<file path="src/rtl/bkm_slot_host_pkg.sv">
// ---------------------------------------------------------------------------
// bkm_slot_host_pkg
// Shared definitions for the BKM-68X slot bus host:
//   - default phase timing (setup / strobe / hold / turnaround cycles)
//   - default address of the automatic interrupt status read
//   - FSM state encoding (plain localparam constants, 4 bits)
//   - captured request record
//   - phase_load(): counter preload value for a state entry
// Optional feature macro used by the host: BKM_SLOT_HOST_IRQ_AUTOREAD_EN
// ---------------------------------------------------------------------------
package bkm_slot_host_pkg;

   localparam int DEF_SETUP_CYCLES  = 4;
   localparam int DEF_STROBE_CYCLES = 8;
   localparam int DEF_HOLD_CYCLES   = 4;
   localparam int DEF_TURN_CYCLES   = 2;

   localparam logic [7:0] DEF_IRQ_STATUS_ADDR = 8'h00;

   // Phase counter width; every phase length must fit in 1..256 cycles.
   localparam int CNT_W = 8;

   localparam logic [3:0] ST_IDLE     = 4'd0;
   localparam logic [3:0] ST_A_SETUP  = 4'd1;
   localparam logic [3:0] ST_A_STROBE = 4'd2;
   localparam logic [3:0] ST_A_HOLD   = 4'd3;
   localparam logic [3:0] ST_TURN     = 4'd4;
   localparam logic [3:0] ST_D_SETUP  = 4'd5;
   localparam logic [3:0] ST_D_STROBE = 4'd6;
   localparam logic [3:0] ST_D_HOLD   = 4'd7;
   localparam logic [3:0] ST_DONE     = 4'd8;

   typedef struct packed {
      logic       write;
      logic [7:0] addr;
      logic [7:0] wdata;
   } req_t;

   // Value loaded into the phase counter when entering state st.
   // A state lasts (load + 1) cycles; single-cycle states load 0.
   function automatic logic [CNT_W-1:0] phase_load(
      input logic [3:0] st,
      input int         setup_c,
      input int         strobe_c,
      input int         hold_c,
      input int         turn_c
   );
      int n;
      n = 1;
      case (st)
         ST_A_SETUP,  ST_D_SETUP:  n = setup_c;
         ST_A_STROBE, ST_D_STROBE: n = strobe_c;
         ST_A_HOLD,   ST_D_HOLD:   n = hold_c;
         ST_TURN:                  n = turn_c;
         default:                  n = 1;
      endcase
      return CNT_W'(n - 1);
   endfunction

endpackage

</file>
<file path="src/rtl/bkm_slot_host_if.sv">
// ---------------------------------------------------------------------------
// bkm_slot_host_if
// Bundles the request/response port, the multiplexed slot bus and the
// interrupt lines of the BKM-68X slot host.
//
// Request handshake: a request transfers on a clock edge where req_valid and
// req_ready are both high; req_write/req_addr/req_wdata must be stable while
// req_valid is high. There is no response back-pressure: rsp_valid is a
// one-cycle pulse that the requester must take when it appears.
//
// Modports:
//   master - requester / card side (drives requests, ad_in, irq_x, irq_ack)
//   slave  - the slot host block
// ---------------------------------------------------------------------------
interface bkm_slot_host_if;

   logic       req_valid;
   logic       req_ready;
   logic       req_write;
   logic [7:0] req_addr;
   logic [7:0] req_wdata;

   logic       rsp_valid;
   logic [7:0] rsp_rdata;
   logic       rsp_auto;

   logic       slot_x_int_x;
   logic       clk_rw;
   logic       ax_d;
   logic       r_wx;
   logic [7:0] ad_out;
   logic       ad_oe_x;
   logic [7:0] ad_in;

   logic       irq_x;
   logic       irq_pending;
   logic       irq_ack;

   modport master (
      output req_valid, req_write, req_addr, req_wdata, ad_in, irq_x, irq_ack,
      input  req_ready, rsp_valid, rsp_rdata, rsp_auto,
             slot_x_int_x, clk_rw, ax_d, r_wx, ad_out, ad_oe_x, irq_pending
   );

   modport slave (
      input  req_valid, req_write, req_addr, req_wdata, ad_in, irq_x, irq_ack,
      output req_ready, rsp_valid, rsp_rdata, rsp_auto,
             slot_x_int_x, clk_rw, ax_d, r_wx, ad_out, ad_oe_x, irq_pending
   );

endinterface

</file>
<file path="src/rtl/bkm_irq_sync.sv">
// ---------------------------------------------------------------------------
// bkm_irq_sync
// Two-flop synchroniser for the card's asynchronous, active-low interrupt
// line, followed by a falling-edge detector.
// Ports:
//   i_clk    in  system clock
//   i_rst_n  in  synchronous active-low reset (all flops reset to 1 = idle)
//   i_irq_x  in  asynchronous interrupt, active low
//   o_fall   out one-cycle pulse on a falling edge of the synchronised line
// ---------------------------------------------------------------------------
module bkm_irq_sync (
   input  logic i_clk,
   input  logic i_rst_n,
   input  logic i_irq_x,
   output logic o_fall
);

   logic r_sync1;
   logic r_sync2;
   logic r_prev;

   always_ff @(posedge i_clk) begin
      if (!i_rst_n) begin
         r_sync1 <= 1'b1;
         r_sync2 <= 1'b1;
         r_prev  <= 1'b1;
      end else begin
         r_sync1 <= i_irq_x;
         r_sync2 <= r_sync1;
         r_prev  <= r_sync2;
      end
   end

   // Edge is taken only from the fully synchronised value, never from r_sync1.
   assign o_fall = r_prev & ~r_sync2;

endmodule

</file>
<file path="src/rtl/bkm_slot_host.sv">
// ---------------------------------------------------------------------------
// bkm_slot_host
// Monitor-side initiator for the BKM-68X slot bus. Each request becomes an
// address phase and a data phase (setup / strobe / hold each), with a bus
// turnaround before the data phase of reads. The card interrupt is
// synchronised and latched in irq_pending.
//
// Ports:
//   clk_50mhz_in  in   system clock
//   reset_x       in   synchronous active-low reset
//   io_bus        slave modport of bkm_slot_host_if (request/response port,
//                 slot bus, interrupt lines)
//   o_dbg_state   out  current FSM state (encoding in bkm_slot_host_pkg)
//
// All slot bus and response outputs are registered from the current state,
// so they appear on the pins one cycle after the state is entered. Every
// phase keeps its full length; the response pulse lands 2*(S+T+H)+1 cycles
// after acceptance for writes, plus TURN_CYCLES for reads.
//
// Optional feature macro: BKM_SLOT_HOST_IRQ_AUTOREAD_EN
//   When defined, a pending interrupt seen in IDLE launches a read of
//   IRQ_STATUS_ADDR (in preference to any request); its completion carries
//   rsp_auto=1 and clears irq_pending. When undefined, rsp_auto is 0 and
//   irq_pending is cleared only by irq_ack.
// ---------------------------------------------------------------------------
module bkm_slot_host
   import bkm_slot_host_pkg::*;
#(
   parameter int SETUP_CYCLES  = DEF_SETUP_CYCLES,
   parameter int STROBE_CYCLES = DEF_STROBE_CYCLES,
   parameter int HOLD_CYCLES   = DEF_HOLD_CYCLES,
   parameter int TURN_CYCLES   = DEF_TURN_CYCLES
`ifdef BKM_SLOT_HOST_IRQ_AUTOREAD_EN
   ,
   parameter logic [7:0] IRQ_STATUS_ADDR = DEF_IRQ_STATUS_ADDR
`endif
) (
   input  logic            clk_50mhz_in,
   input  logic            reset_x,
   bkm_slot_host_if.slave  io_bus,
   output logic [3:0]      o_dbg_state
);

   logic [3:0]       r_state;
   logic [3:0]       w_next_state;
   logic [CNT_W-1:0] r_cnt;
   logic             w_cnt_zero;
   req_t             r_req;

   logic             w_accept;
   logic             w_auto_start;
   logic             w_auto_clr;
   logic             w_irq_edge;
   logic             w_in_txn;
   logic             w_a_phase;
   logic             w_d_phase;
   logic             w_strobe;

   logic             r_slot_x;
   logic             r_clk_rw;
   logic             r_ax_d;
   logic             r_r_wx;
   logic [7:0]       r_ad_out;
   logic             r_ad_oe_x;
   logic [7:0]       r_rdata;
   logic             r_rsp_valid;
   logic [7:0]       r_rsp_rdata;
   logic             r_irq_pending;

   // ------------------------------------------------------------------
   // Interrupt synchroniser
   // ------------------------------------------------------------------
   bkm_irq_sync u_irq_sync (
      .i_clk   (clk_50mhz_in),
      .i_rst_n (reset_x),
      .i_irq_x (io_bus.irq_x),
      .o_fall  (w_irq_edge)
   );

   // ------------------------------------------------------------------
   // Request acceptance / automatic status read
   // ------------------------------------------------------------------
`ifdef BKM_SLOT_HOST_IRQ_AUTOREAD_EN
   logic r_auto;
   logic r_rsp_auto;

   assign w_auto_start = (r_state == ST_IDLE) && r_irq_pending;
   assign w_auto_clr   = (r_state == ST_DONE) && r_auto;
`else
   assign w_auto_start = 1'b0;
   assign w_auto_clr   = 1'b0;
`endif

   // The automatic read pre-empts a request, so the port stalls that cycle.
   assign io_bus.req_ready = (r_state == ST_IDLE) && !w_auto_start;
   assign w_accept         = io_bus.req_valid && io_bus.req_ready;

   always_ff @(posedge clk_50mhz_in) begin
      if (!reset_x) begin
         r_req <= '0;
      end else if (w_auto_start) begin
`ifdef BKM_SLOT_HOST_IRQ_AUTOREAD_EN
         r_req.write <= 1'b0;
         r_req.addr  <= IRQ_STATUS_ADDR;
         r_req.wdata <= 8'h00;
`endif
      end else if (w_accept) begin
         r_req.write <= io_bus.req_write;
         r_req.addr  <= io_bus.req_addr;
         r_req.wdata <= io_bus.req_wdata;
      end
   end

`ifdef BKM_SLOT_HOST_IRQ_AUTOREAD_EN
   always_ff @(posedge clk_50mhz_in) begin
      if (!reset_x) begin
         r_auto     <= 1'b0;
         r_rsp_auto <= 1'b0;
      end else begin
         if (w_auto_start) begin
            r_auto <= 1'b1;
         end else if (w_accept) begin
            r_auto <= 1'b0;
         end
         r_rsp_auto <= (r_state == ST_DONE) && r_auto;
      end
   end

   assign io_bus.rsp_auto = r_rsp_auto;
`else
   assign io_bus.rsp_auto = 1'b0;
`endif

   // ------------------------------------------------------------------
   // FSM and phase counter
   // ------------------------------------------------------------------
   assign w_cnt_zero = (r_cnt == '0);

   always_comb begin
      w_next_state = r_state;
      case (r_state)
         ST_IDLE: begin
            if (w_auto_start || w_accept) begin
               w_next_state = ST_A_SETUP;
            end
         end
         ST_A_SETUP:  if (w_cnt_zero) w_next_state = ST_A_STROBE;
         ST_A_STROBE: if (w_cnt_zero) w_next_state = ST_A_HOLD;
         ST_A_HOLD: begin
            if (w_cnt_zero) begin
               w_next_state = r_req.write ? ST_D_SETUP : ST_TURN;
            end
         end
         ST_TURN:     if (w_cnt_zero) w_next_state = ST_D_SETUP;
         ST_D_SETUP:  if (w_cnt_zero) w_next_state = ST_D_STROBE;
         ST_D_STROBE: if (w_cnt_zero) w_next_state = ST_D_HOLD;
         ST_D_HOLD:   if (w_cnt_zero) w_next_state = ST_DONE;
         ST_DONE:     w_next_state = ST_IDLE;
         default:     w_next_state = ST_IDLE;
      endcase
   end

   always_ff @(posedge clk_50mhz_in) begin
      if (!reset_x) begin
         r_state <= ST_IDLE;
         r_cnt   <= '0;
      end else begin
         r_state <= w_next_state;
         // Every state change reloads; no two consecutive states are equal.
         if (w_next_state != r_state) begin
            r_cnt <= phase_load(w_next_state, SETUP_CYCLES, STROBE_CYCLES,
                                HOLD_CYCLES, TURN_CYCLES);
         end else if (!w_cnt_zero) begin
            r_cnt <= r_cnt - CNT_W'(1);
         end
      end
   end

   assign o_dbg_state = r_state;

   // ------------------------------------------------------------------
   // Bus drive (registered from the current state)
   // ------------------------------------------------------------------
   assign w_in_txn  = (r_state >= ST_A_SETUP) && (r_state <= ST_D_HOLD);
   assign w_a_phase = (r_state >= ST_A_SETUP) && (r_state <= ST_A_HOLD);
   assign w_d_phase = (r_state >= ST_D_SETUP) && (r_state <= ST_D_HOLD);
   assign w_strobe  = (r_state == ST_A_STROBE) || (r_state == ST_D_STROBE);

   always_ff @(posedge clk_50mhz_in) begin
      if (!reset_x) begin
         r_slot_x    <= 1'b1;
         r_clk_rw    <= 1'b1;
         r_ax_d      <= 1'b1;
         r_r_wx      <= 1'b1;
         r_ad_out    <= 8'h00;
         r_ad_oe_x   <= 1'b1;
         r_rdata     <= 8'h00;
         r_rsp_valid <= 1'b0;
         r_rsp_rdata <= 8'h00;
      end else begin
         r_slot_x <= !w_in_txn;
         r_clk_rw <= !w_strobe;
         r_ax_d   <= !w_a_phase;
         r_r_wx   <= w_in_txn ? ~r_req.write : 1'b1;

         if (w_a_phase) begin
            r_ad_out  <= r_req.addr;
            r_ad_oe_x <= 1'b0;
         end else if (w_d_phase && r_req.write) begin
            r_ad_out  <= r_req.wdata;
            r_ad_oe_x <= 1'b0;
         end else begin
            r_ad_out  <= 8'h00;
            r_ad_oe_x <= 1'b1;
         end

         // Sample the card on the final strobe-low cycle of the data phase.
         if ((r_state == ST_D_STROBE) && w_cnt_zero && !r_req.write) begin
            r_rdata <= io_bus.ad_in;
         end

         r_rsp_valid <= (r_state == ST_DONE);
         if (r_state == ST_DONE) begin
            r_rsp_rdata <= r_req.write ? 8'h00 : r_rdata;
         end
      end
   end

   // ------------------------------------------------------------------
   // Interrupt latch: a new edge always wins over any clear source
   // ------------------------------------------------------------------
   always_ff @(posedge clk_50mhz_in) begin
      if (!reset_x) begin
         r_irq_pending <= 1'b0;
      end else if (w_irq_edge) begin
         r_irq_pending <= 1'b1;
      end else if (io_bus.irq_ack || w_auto_clr) begin
         r_irq_pending <= 1'b0;
      end
   end

   assign io_bus.slot_x_int_x = r_slot_x;
   assign io_bus.clk_rw       = r_clk_rw;
   assign io_bus.ax_d         = r_ax_d;
   assign io_bus.r_wx         = r_r_wx;
   assign io_bus.ad_out       = r_ad_out;
   assign io_bus.ad_oe_x      = r_ad_oe_x;
   assign io_bus.rsp_valid    = r_rsp_valid;
   assign io_bus.rsp_rdata    = r_rsp_rdata;
   assign io_bus.irq_pending  = r_irq_pending;

endmodule

</file>
<file path="src/flat_wrapper.sv">
// flat-port wrapper written by rule: the top's interface ports become plain ports
module bkm_slot_host_flat import bkm_slot_host_pkg::*;
#(
   parameter int SETUP_CYCLES  = DEF_SETUP_CYCLES,
   parameter int STROBE_CYCLES = DEF_STROBE_CYCLES,
   parameter int HOLD_CYCLES   = DEF_HOLD_CYCLES,
   parameter int TURN_CYCLES   = DEF_TURN_CYCLES

)
  (clk_50mhz_in, reset_x, o_dbg_state, io_bus_req_valid, io_bus_req_write, io_bus_req_addr, io_bus_req_wdata, io_bus_ad_in, io_bus_irq_x, io_bus_irq_ack, io_bus_req_ready, io_bus_rsp_valid, io_bus_rsp_rdata, io_bus_rsp_auto, io_bus_slot_x_int_x, io_bus_clk_rw, io_bus_ax_d, io_bus_r_wx, io_bus_ad_out, io_bus_ad_oe_x, io_bus_irq_pending);
  bkm_slot_host_if io_bus_i ();
  input  logic clk_50mhz_in;
  input  logic reset_x;
  output logic [3:0] o_dbg_state;
  input wire logic [$bits(io_bus_i.req_valid)-1:0] io_bus_req_valid;
  input wire logic [$bits(io_bus_i.req_write)-1:0] io_bus_req_write;
  input wire logic [$bits(io_bus_i.req_addr)-1:0] io_bus_req_addr;
  input wire logic [$bits(io_bus_i.req_wdata)-1:0] io_bus_req_wdata;
  input wire logic [$bits(io_bus_i.ad_in)-1:0] io_bus_ad_in;
  input wire logic [$bits(io_bus_i.irq_x)-1:0] io_bus_irq_x;
  input wire logic [$bits(io_bus_i.irq_ack)-1:0] io_bus_irq_ack;
  output wire logic [$bits(io_bus_i.req_ready)-1:0] io_bus_req_ready;
  output wire logic [$bits(io_bus_i.rsp_valid)-1:0] io_bus_rsp_valid;
  output wire logic [$bits(io_bus_i.rsp_rdata)-1:0] io_bus_rsp_rdata;
  output wire logic [$bits(io_bus_i.rsp_auto)-1:0] io_bus_rsp_auto;
  output wire logic [$bits(io_bus_i.slot_x_int_x)-1:0] io_bus_slot_x_int_x;
  output wire logic [$bits(io_bus_i.clk_rw)-1:0] io_bus_clk_rw;
  output wire logic [$bits(io_bus_i.ax_d)-1:0] io_bus_ax_d;
  output wire logic [$bits(io_bus_i.r_wx)-1:0] io_bus_r_wx;
  output wire logic [$bits(io_bus_i.ad_out)-1:0] io_bus_ad_out;
  output wire logic [$bits(io_bus_i.ad_oe_x)-1:0] io_bus_ad_oe_x;
  output wire logic [$bits(io_bus_i.irq_pending)-1:0] io_bus_irq_pending;
  assign io_bus_i.req_valid = io_bus_req_valid;
  assign io_bus_i.req_write = io_bus_req_write;
  assign io_bus_i.req_addr = io_bus_req_addr;
  assign io_bus_i.req_wdata = io_bus_req_wdata;
  assign io_bus_i.ad_in = io_bus_ad_in;
  assign io_bus_i.irq_x = io_bus_irq_x;
  assign io_bus_i.irq_ack = io_bus_irq_ack;
  assign io_bus_req_ready = io_bus_i.req_ready;
  assign io_bus_rsp_valid = io_bus_i.rsp_valid;
  assign io_bus_rsp_rdata = io_bus_i.rsp_rdata;
  assign io_bus_rsp_auto = io_bus_i.rsp_auto;
  assign io_bus_slot_x_int_x = io_bus_i.slot_x_int_x;
  assign io_bus_clk_rw = io_bus_i.clk_rw;
  assign io_bus_ax_d = io_bus_i.ax_d;
  assign io_bus_r_wx = io_bus_i.r_wx;
  assign io_bus_ad_out = io_bus_i.ad_out;
  assign io_bus_ad_oe_x = io_bus_i.ad_oe_x;
  assign io_bus_irq_pending = io_bus_i.irq_pending;
  bkm_slot_host #(.SETUP_CYCLES(SETUP_CYCLES), .STROBE_CYCLES(STROBE_CYCLES), .HOLD_CYCLES(HOLD_CYCLES), .TURN_CYCLES(TURN_CYCLES)) u_core (.clk_50mhz_in(clk_50mhz_in), .reset_x(reset_x), .io_bus(io_bus_i), .o_dbg_state(o_dbg_state));
endmodule
</file>
<file path="config.mk">
export PLATFORM = sky130hd
export DESIGN_NAME = bkm_slot_host_flat
export DESIGN_NICKNAME = d
export VERILOG_FILES = /design/src/rtl/bkm_slot_host_pkg.sv /design/src/rtl/bkm_slot_host_if.sv /design/src/rtl/bkm_irq_sync.sv /design/src/rtl/bkm_slot_host.sv /design/src/flat_wrapper.sv
export SDC_FILE = /design/constraint.sdc
export NUM_CORES = 1
export LEC_CHECK = 0
export ABC_AREA = 1
export CAP_MARGIN = 10
export CELL_PAD_IN_SITES_DETAIL_PLACEMENT = 1
export CELL_PAD_IN_SITES_GLOBAL_PLACEMENT = 1
export CORE_ASPECT_RATIO = 2
export CORE_UTILIZATION = 33
export DETAILED_ROUTE_END_ITERATION = 12
export PLACE_DENSITY = 0.86
export SLEW_MARGIN = 20
export SYNTH_ARGS = -nofsm -noshare
export SYNTH_HDL_FRONTEND = slang
export SYNTH_SLANG_ARGS = --single-unit
</file>
<file path="constraint.sdc">
create_clock -name clk_50mhz_in -period 2 [get_ports clk_50mhz_in]
set_input_delay 0.3 -clock clk_50mhz_in [delete_from_list [all_inputs] [get_ports clk_50mhz_in]]
set_output_delay 0.3 -clock clk_50mhz_in [all_outputs]
set_load 0.01 [all_outputs]
</file>
=== Yosys cells after proc, flatten, opt, wreduce, memory -nomap -nowiden ===
Cells that the tools add are included.

* $add $sub $neg: 2
* $lt $le $gt $ge: 4
* Eq/ne operators: 17
* Muxes and demuxes: 22
* Bitwise operators: 3
* Reductions and logical operators: 18

{| class="wikitable"
|+ Operators by type and width
! kind !! number
|-
| two-way mux 8 bit || 7
|-
| equality test 4 x 3 -> 1 bit (second input constant) || 8
|-
| two-way mux 4 bit || 8
|-
| one-hot mux 4 bit (8 select lines) || 1
|-
| equality test 4 x 2 -> 1 bit (second input constant) || 4
|-
| one-hot mux 4 bit (3 select lines) || 1
|-
| equality test 4 x 1 -> 1 bit (second input constant) || 2
|-
| logical NOT 8 bit || 1
|-
| subtractor 8 x 1 -> 8 bit (second input constant) || 1
|-
| subtractor 8 x 2 -> 8 bit (second input constant) || 1
|-
| logical AND 1 bit || 7
|-
| two-way mux 1 bit || 5
|-
| equality test 4 bit (second input constant) || 1
|-
| greater-or-equal comparator 4 x 1 -> 1 bit (second input constant) || 1
|-
| greater-or-equal comparator 4 x 3 -> 1 bit (second input constant) || 1
|-
| <= comparator 4 x 2 -> 1 bit (second input constant) || 1
|-
| <= comparator 4 x 3 -> 1 bit (second input constant) || 1
|-
| logical NOT 1 bit || 4
|-
| logical NOT 4 bit || 1
|-
| != test 4 bit || 1
|-
| OR reduction 4 bit || 1
|-
| != test 2 bit (second input constant) || 1
|-
| inverter 1 bit || 2
|-
| AND reduction 2 bit || 1
|-
| other kinds (4) || 4
|}

* Register bits after elaboration: 63
* Input bits: 30
* Output and inout bits: 29

=== Depth between registers and ports, before layout ===
* Depth after elaboration: 11
* Gate-level depth with buffers: 14
* Gate-level depth less buffers: 14

=== Cells and area by module ===
A second synthesis with hierarchy kept.

* Cells, all modules: 309
* Area, all modules: 2562.5 µm²

{| class="wikitable"
|+ Modules (own cells, without submodules)
! module !! times used !! cells each !! area each (µm²) !! seq. area each (µm²)
|-
| bkm_slot_host || 1 || 298 || 2472.4 || 1201.2
|-
| bkm_irq_sync || 1 || 11 || 90.1 || 60.1
|}

=== Worst setup path after synthesis ===
OpenSTA, ideal clock, no wires.

* Path type: flip-flop to flip-flop
* Start point: register u_core.r_cnt[0]
* End point: register u_core.r_cnt[3]
* Setup time: 128 ps
* Arrival: 1749 ps
* Data required time: 1872 ps
* Slack: 124 ps
* Cell stages (with the launch flop): 14
* Path buffers: 0
* Cell sequence: dfxtp_1 -> inv_1 -> ha_1 -> nand2_2 -> o21ai_2 -> nand2_1 -> nor2_1 -> nor2_4 -> nand3_1 -> inv_1 -> ha_1 -> nand2_1 -> o21ai_1 -> nor2_1

* Cells in the longest elaborated chain, start to end: 10
* Elaborated cells on any way between the ends: 27

{| class="wikitable"
|+ Ends and longest elaborated chain
! item !! RTL line !! source
|-
| start, declared || bkm_slot_host.sv:46 || <nowiki>logic [CNT_W-1:0] r_cnt;</nowiki>
|-
| start signal, assigned || bkm_slot_host.sv:171 || <nowiki>r_cnt <= phase_load(w_next_state, SETUP_CYCLES, STROBE_CYCLES,</nowiki>
|-
| start signal, assigned || bkm_slot_host.sv:174 || <nowiki>r_cnt <= r_cnt - CNT_W'(1);</nowiki>
|-
| logical NOT 8 bit || bkm_slot_host.sv:137 || <nowiki>assign w_cnt_zero = (r_cnt == '0);</nowiki>
|-
| two-way mux 4 bit (tied with other cells) || bkm_slot_host.sv:157 || <nowiki>ST_D_HOLD: if (w_cnt_zero) w_next_state = ST_DONE;</nowiki>
|-
| one-hot mux 4 bit (8 select lines) || bkm_slot_host.sv:141 || <nowiki>case (r_state)</nowiki>
|-
| equality test 4 x 1 -> 1 bit (tied with other cells) || bkm_slot_host_pkg.sv:50 || <nowiki>case (st)</nowiki>
|-
| OR reduction 4 bit (no source line) or OR reduction 2 bit (tied branches) || - ||
|-
| one-hot mux 4 bit (3 select lines) || bkm_slot_host_pkg.sv:50 ||
|-
| two-way mux 8 bit || bkm_slot_host.sv:170 || <nowiki>if (w_next_state != r_state) begin</nowiki>
|-
| two-way mux 8 bit || bkm_slot_host.sv:164 || <nowiki>if (!reset_x) begin</nowiki>
|-
| subtractor 8 x 2 -> 8 bit || bkm_slot_host_pkg.sv:57 || <nowiki>return CNT_W'(n - 1);</nowiki>
|-
| two-way mux 8 bit || bkm_slot_host.sv:170 ||
|}

Several ways; a longest one is shown, not always the timed one. The select of a mux whose other input is x is not followed.
A chain may end at the register's enable or synchronous reset.

=== Worst setup path in the final report ===
* Start point: register u_core.r_cnt[0]
* End point: register u_core.r_cnt[7]

The elaborated chain is that of the path after synthesis.

==> results.py <==
metrics = {
    "routing": {
        "wl_mm": 8.56,
        "wl_per_cell_um": 17.5,
        "ant_nets": 0,
        "drt_iter0_drc": 81,
        "drc": 0,
        "vias": 2544,
        "viasPerCell": 5.21,
        "firstDrtPassIters": 4,
    },
    "timing": {
        "setup-violations-final": 0,
        "max_freq_mhz": 515,
        "fin_skew_ns": 0.00895,
        "worst_hold_slack_ns": 0.411,
        "fin_crit_ns": 1.94,
        "finalMaxSlewViolations": 0,
        "period_share_pct": 97.1,
        "hold_viol": 0,
    },
    "finish": {
        "layout-drive-gt1-share_pct": 21.1,
        "n_antenna_cell": 0,
        "nets": 421,
        "area_growth_pct": 44.1,
        "final_area_sq_mm": 0.00373,
    },
    "pwr": {
        "fin_total_pwr_mw": 5.55,
        "p_leak_nw": 1.49,
        "power_density_mw_per_mm2": 1490,
        "peakVddDrop_v": 0.000604,
    },
    "setup_path": {
        "cp_cell_sequence": "inv_1 > ha_4 > inv_1 > nor2_2 > nand3_2 > a21oi_1 > nand3_2 > inv_1 > ha_1 > nand2_2 > a21oi_2",
        "crit_arrival_ns": 2.19,
        "critPathLaunchType": "register",
        "cp.required_ns": 2.25,
        "critPathMaxStageDelay_ns": 0.30,
        "cp-end-kind": "register",
        "cp_slowest_cell": "dfxtp_1",
        "cpMostUsedCell": "inv_1",
        "timing.critical_path.buf_inv": 3,
        "crit_type": "register to register",
        "cp_max_fo": 3,
        "cpLargestDelayFamily": "simple AND/OR/NAND/NOR gates",
    },
    "placement": {
        "place.gp.congestion": 0.937,
        "placedInstanceArea_sq_mm": 0.00337,
        "io_buffers": 57,
        "dpl.hpwl_mm": 5.81,
    },
    "yosys": {
        "yosys-top-cells-area": "dfxtp_1 (49%), inv_1 (6.4%), a21oi_1 (5.8%), o21ai_0 (5.4%), nand2_1 (3.3%)",
        "synth-xor-area-share_pct": 0.338,
        "ys.warnings.count": 0,
        "synthTopCellsByCount": "dfxtp_1 (63), inv_1 (44), a21oi_1 (30)",
        "synth_top_family_by_area": "simple AND/OR/NAND/NOR gates",
        "synth-seq-area-share_pct": 48.7,
        "synth_mux_area_share_pct": 0,
        "synth-async-reset-ratio_pct": 0,
        "netlist.area_leader.share_pct": 48.7,
        "syn_inst": 310,
        "synth_compound_area_share_pct": 16.8,
        "synth_fa_ha_area_share_pct": 0.966,
        "ys.flop_type": "dfxtp_1",
        "yosysTopAreaCell": "dfxtp_1",
        "synth_area_per_cell_sq_um": 8.36,
        "synthSimpleGateAreaFrac_pct": 24.4,
        "yosysMostFrequentCell": "dfxtp_1",
        "synth_edf_count": 0,
        "syn_area_sq_mm": 0.00259,
        "yosysUniqueCellTypes": 39,
        "synth_nets": 342,
        "ys_ff_latch": 63,
    },
    "floorplanning": {
        "rows": 45,
        "dieWidth_um": 64.7,
        "ioPinCount": 59,
        "die_height_um": 127,
        "die-area_sq_mm": 0.00823,
        "initial_utilization_pct": 34.1,
        "core_area_sq_mm": 0.00760,
    },
    "outcome": {
        "status": "finished clean",
    },
    "global_route": {
        "grt_max_degree": 35,
        "grt_antenna_before_repair": 0,
        "grt.overflow.total": 0,
        "grt_pass1_vias": 2736,
        "grt_pass1_wl_mm": 13.0,
        "track_usage_pct": 21.4,
    },
    "clock_tree": {
        "cts_max_level": 3,
        "cts_root_buf": "clkbuf_16",
        "cts_tree": "built",
        "holdBufCountCts": 0,
        "clock_latency_ns": 0.33,
        "clk_pin_slew_ns": 0.06,
        "cts-buffers-inserted": 9,
        "clock-sinks": 63,
        "clockBufferDepth": 2,
    },
    "min_path": {
        "min_path_type": "register to register",
    },
    "job": {
        "maxCapViolCount": 0,
    },
}
cell families after synthesis:
group           Yosys count
simple gates            107
compound gates           78
flops                    63
buf+inv                  58
fa+ha+maj                 2
xor+xnor                  1
other cells               1
report_power, final:
part           total [mW]  internal, mW  switching (mW)  leakage, nW
Sequential           1.60          1.47           0.126        0.515
Combinational        2.44         0.944            1.50        0.830
Clock                1.51         0.958           0.553        0.142
final timing paths:
check	end	cells past startpoint	start	slack, ns
worst min-delay path	u_core.u_irq_sync.r_sync2$_SDFF_PN1_	1	u_core.u_irq_sync.r_sync1$_SDFF_PN1_	0.41
worst min register to register	u_core.u_irq_sync.r_sync2$_SDFF_PN1_	1	u_core.u_irq_sync.r_sync1$_SDFF_PN1_	0.41
worst max register to register	u_core.r_cnt[7]$_SDFFE_PN0P_	11	u_core.r_cnt[0]$_SDFFE_PN0P_	0.06
worst max-delay path	u_core.r_cnt[7]$_SDFFE_PN0P_	11	u_core.r_cnt[0]$_SDFFE_PN0P_	0.06
worst register-to-register path, stage by stage (launching register included):
cell     delay [ns]
dfxtp_1        0.30
inv_1          0.11
ha_4           0.17
inv_1          0.08
nor2_2         0.13
nand3_2        0.12
a21oi_1        0.27
nand3_2        0.15
inv_1          0.08
ha_1           0.19
nand2_2        0.09
a21oi_2        0.17
final cells by class:
type	instances	area, sq um
Sequential cell	63	1260
Timing Repair Buffer	78	728
Clock buffer	10	229
Inverter	47	180
Tap cell	94	118
Clock inverter	6	61.3
Multi-Input combinational cell	190	1160
Fill cell	911	3870
state kept, by name, summed over array words and instances (netlist names):
register / count
u_core.io_bus.slot_x_int_x: 1
u_core.io_bus.rsp_valid: 1
u_core.io_bus.ad_out: 8
u_core.io_bus.irq_pending: 1
u_core.io_bus.ax_d: 1
u_core.o_dbg_state: 4
u_core.io_bus.ad_oe_x: 1
u_core.u_irq_sync.r_prev: 1
u_core.io_bus.rsp_rdata: 8
u_core.io_bus.r_wx: 1
u_core.r_rdata: 8
u_core.u_irq_sync.r_sync2: 1
u_core.r_req: 17
u_core.u_irq_sync.r_sync1: 1
u_core.r_cnt: 8
u_core.io_bus.clk_rw: 1
through the flow:
step                setup WS [ns]  utilization [%]  setup TNS [ns]  std cells
floorplan                   0.124                -               0        310
global placement            0.108             44.4               0        469
detailed placement        -0.0149             44.4         -0.0149        469
CTS                       0.00128             48.3               0        486
global route              -0.0121             49.1         -0.0235        488
finish                     0.0587             49.1               0        488
per-layer routing:
| layer | GRT usage, % | share of wire (%) | up-vias |
|---|---|---|---|
| met4 | 15.6 | 6.1 | 0 |
| met2 | 41.5 | 57 | 85 |
| li1 | - | - | 1189 |
| met3 | 5.54 | 4.2 | 39 |
| met5 | 0 | 0 | - |
| met1 | 17.5 | 33 | 1231 |
placed cells by master (no fill, tap or decap), drive strengths merged, types with 4 or more instances in the layout:
master	n
nor4	4
buf	21
a21oi	32
nand3	23
inv	45
o22ai	8
o21ai	33
nor3	10
clkbuf	10
nand2	29
clkinv	5
nand4	6
dfxtp	63
clkdlybuf4s50	57
nor2	33
timing repair:
action	in CTS	in global routing
setup endpoints to repair	2	17
cloned	0	1
buffers inserted	1	1
pin swaps	2	0
resized for setup	1	11
(Power assumes the default switching activity.)
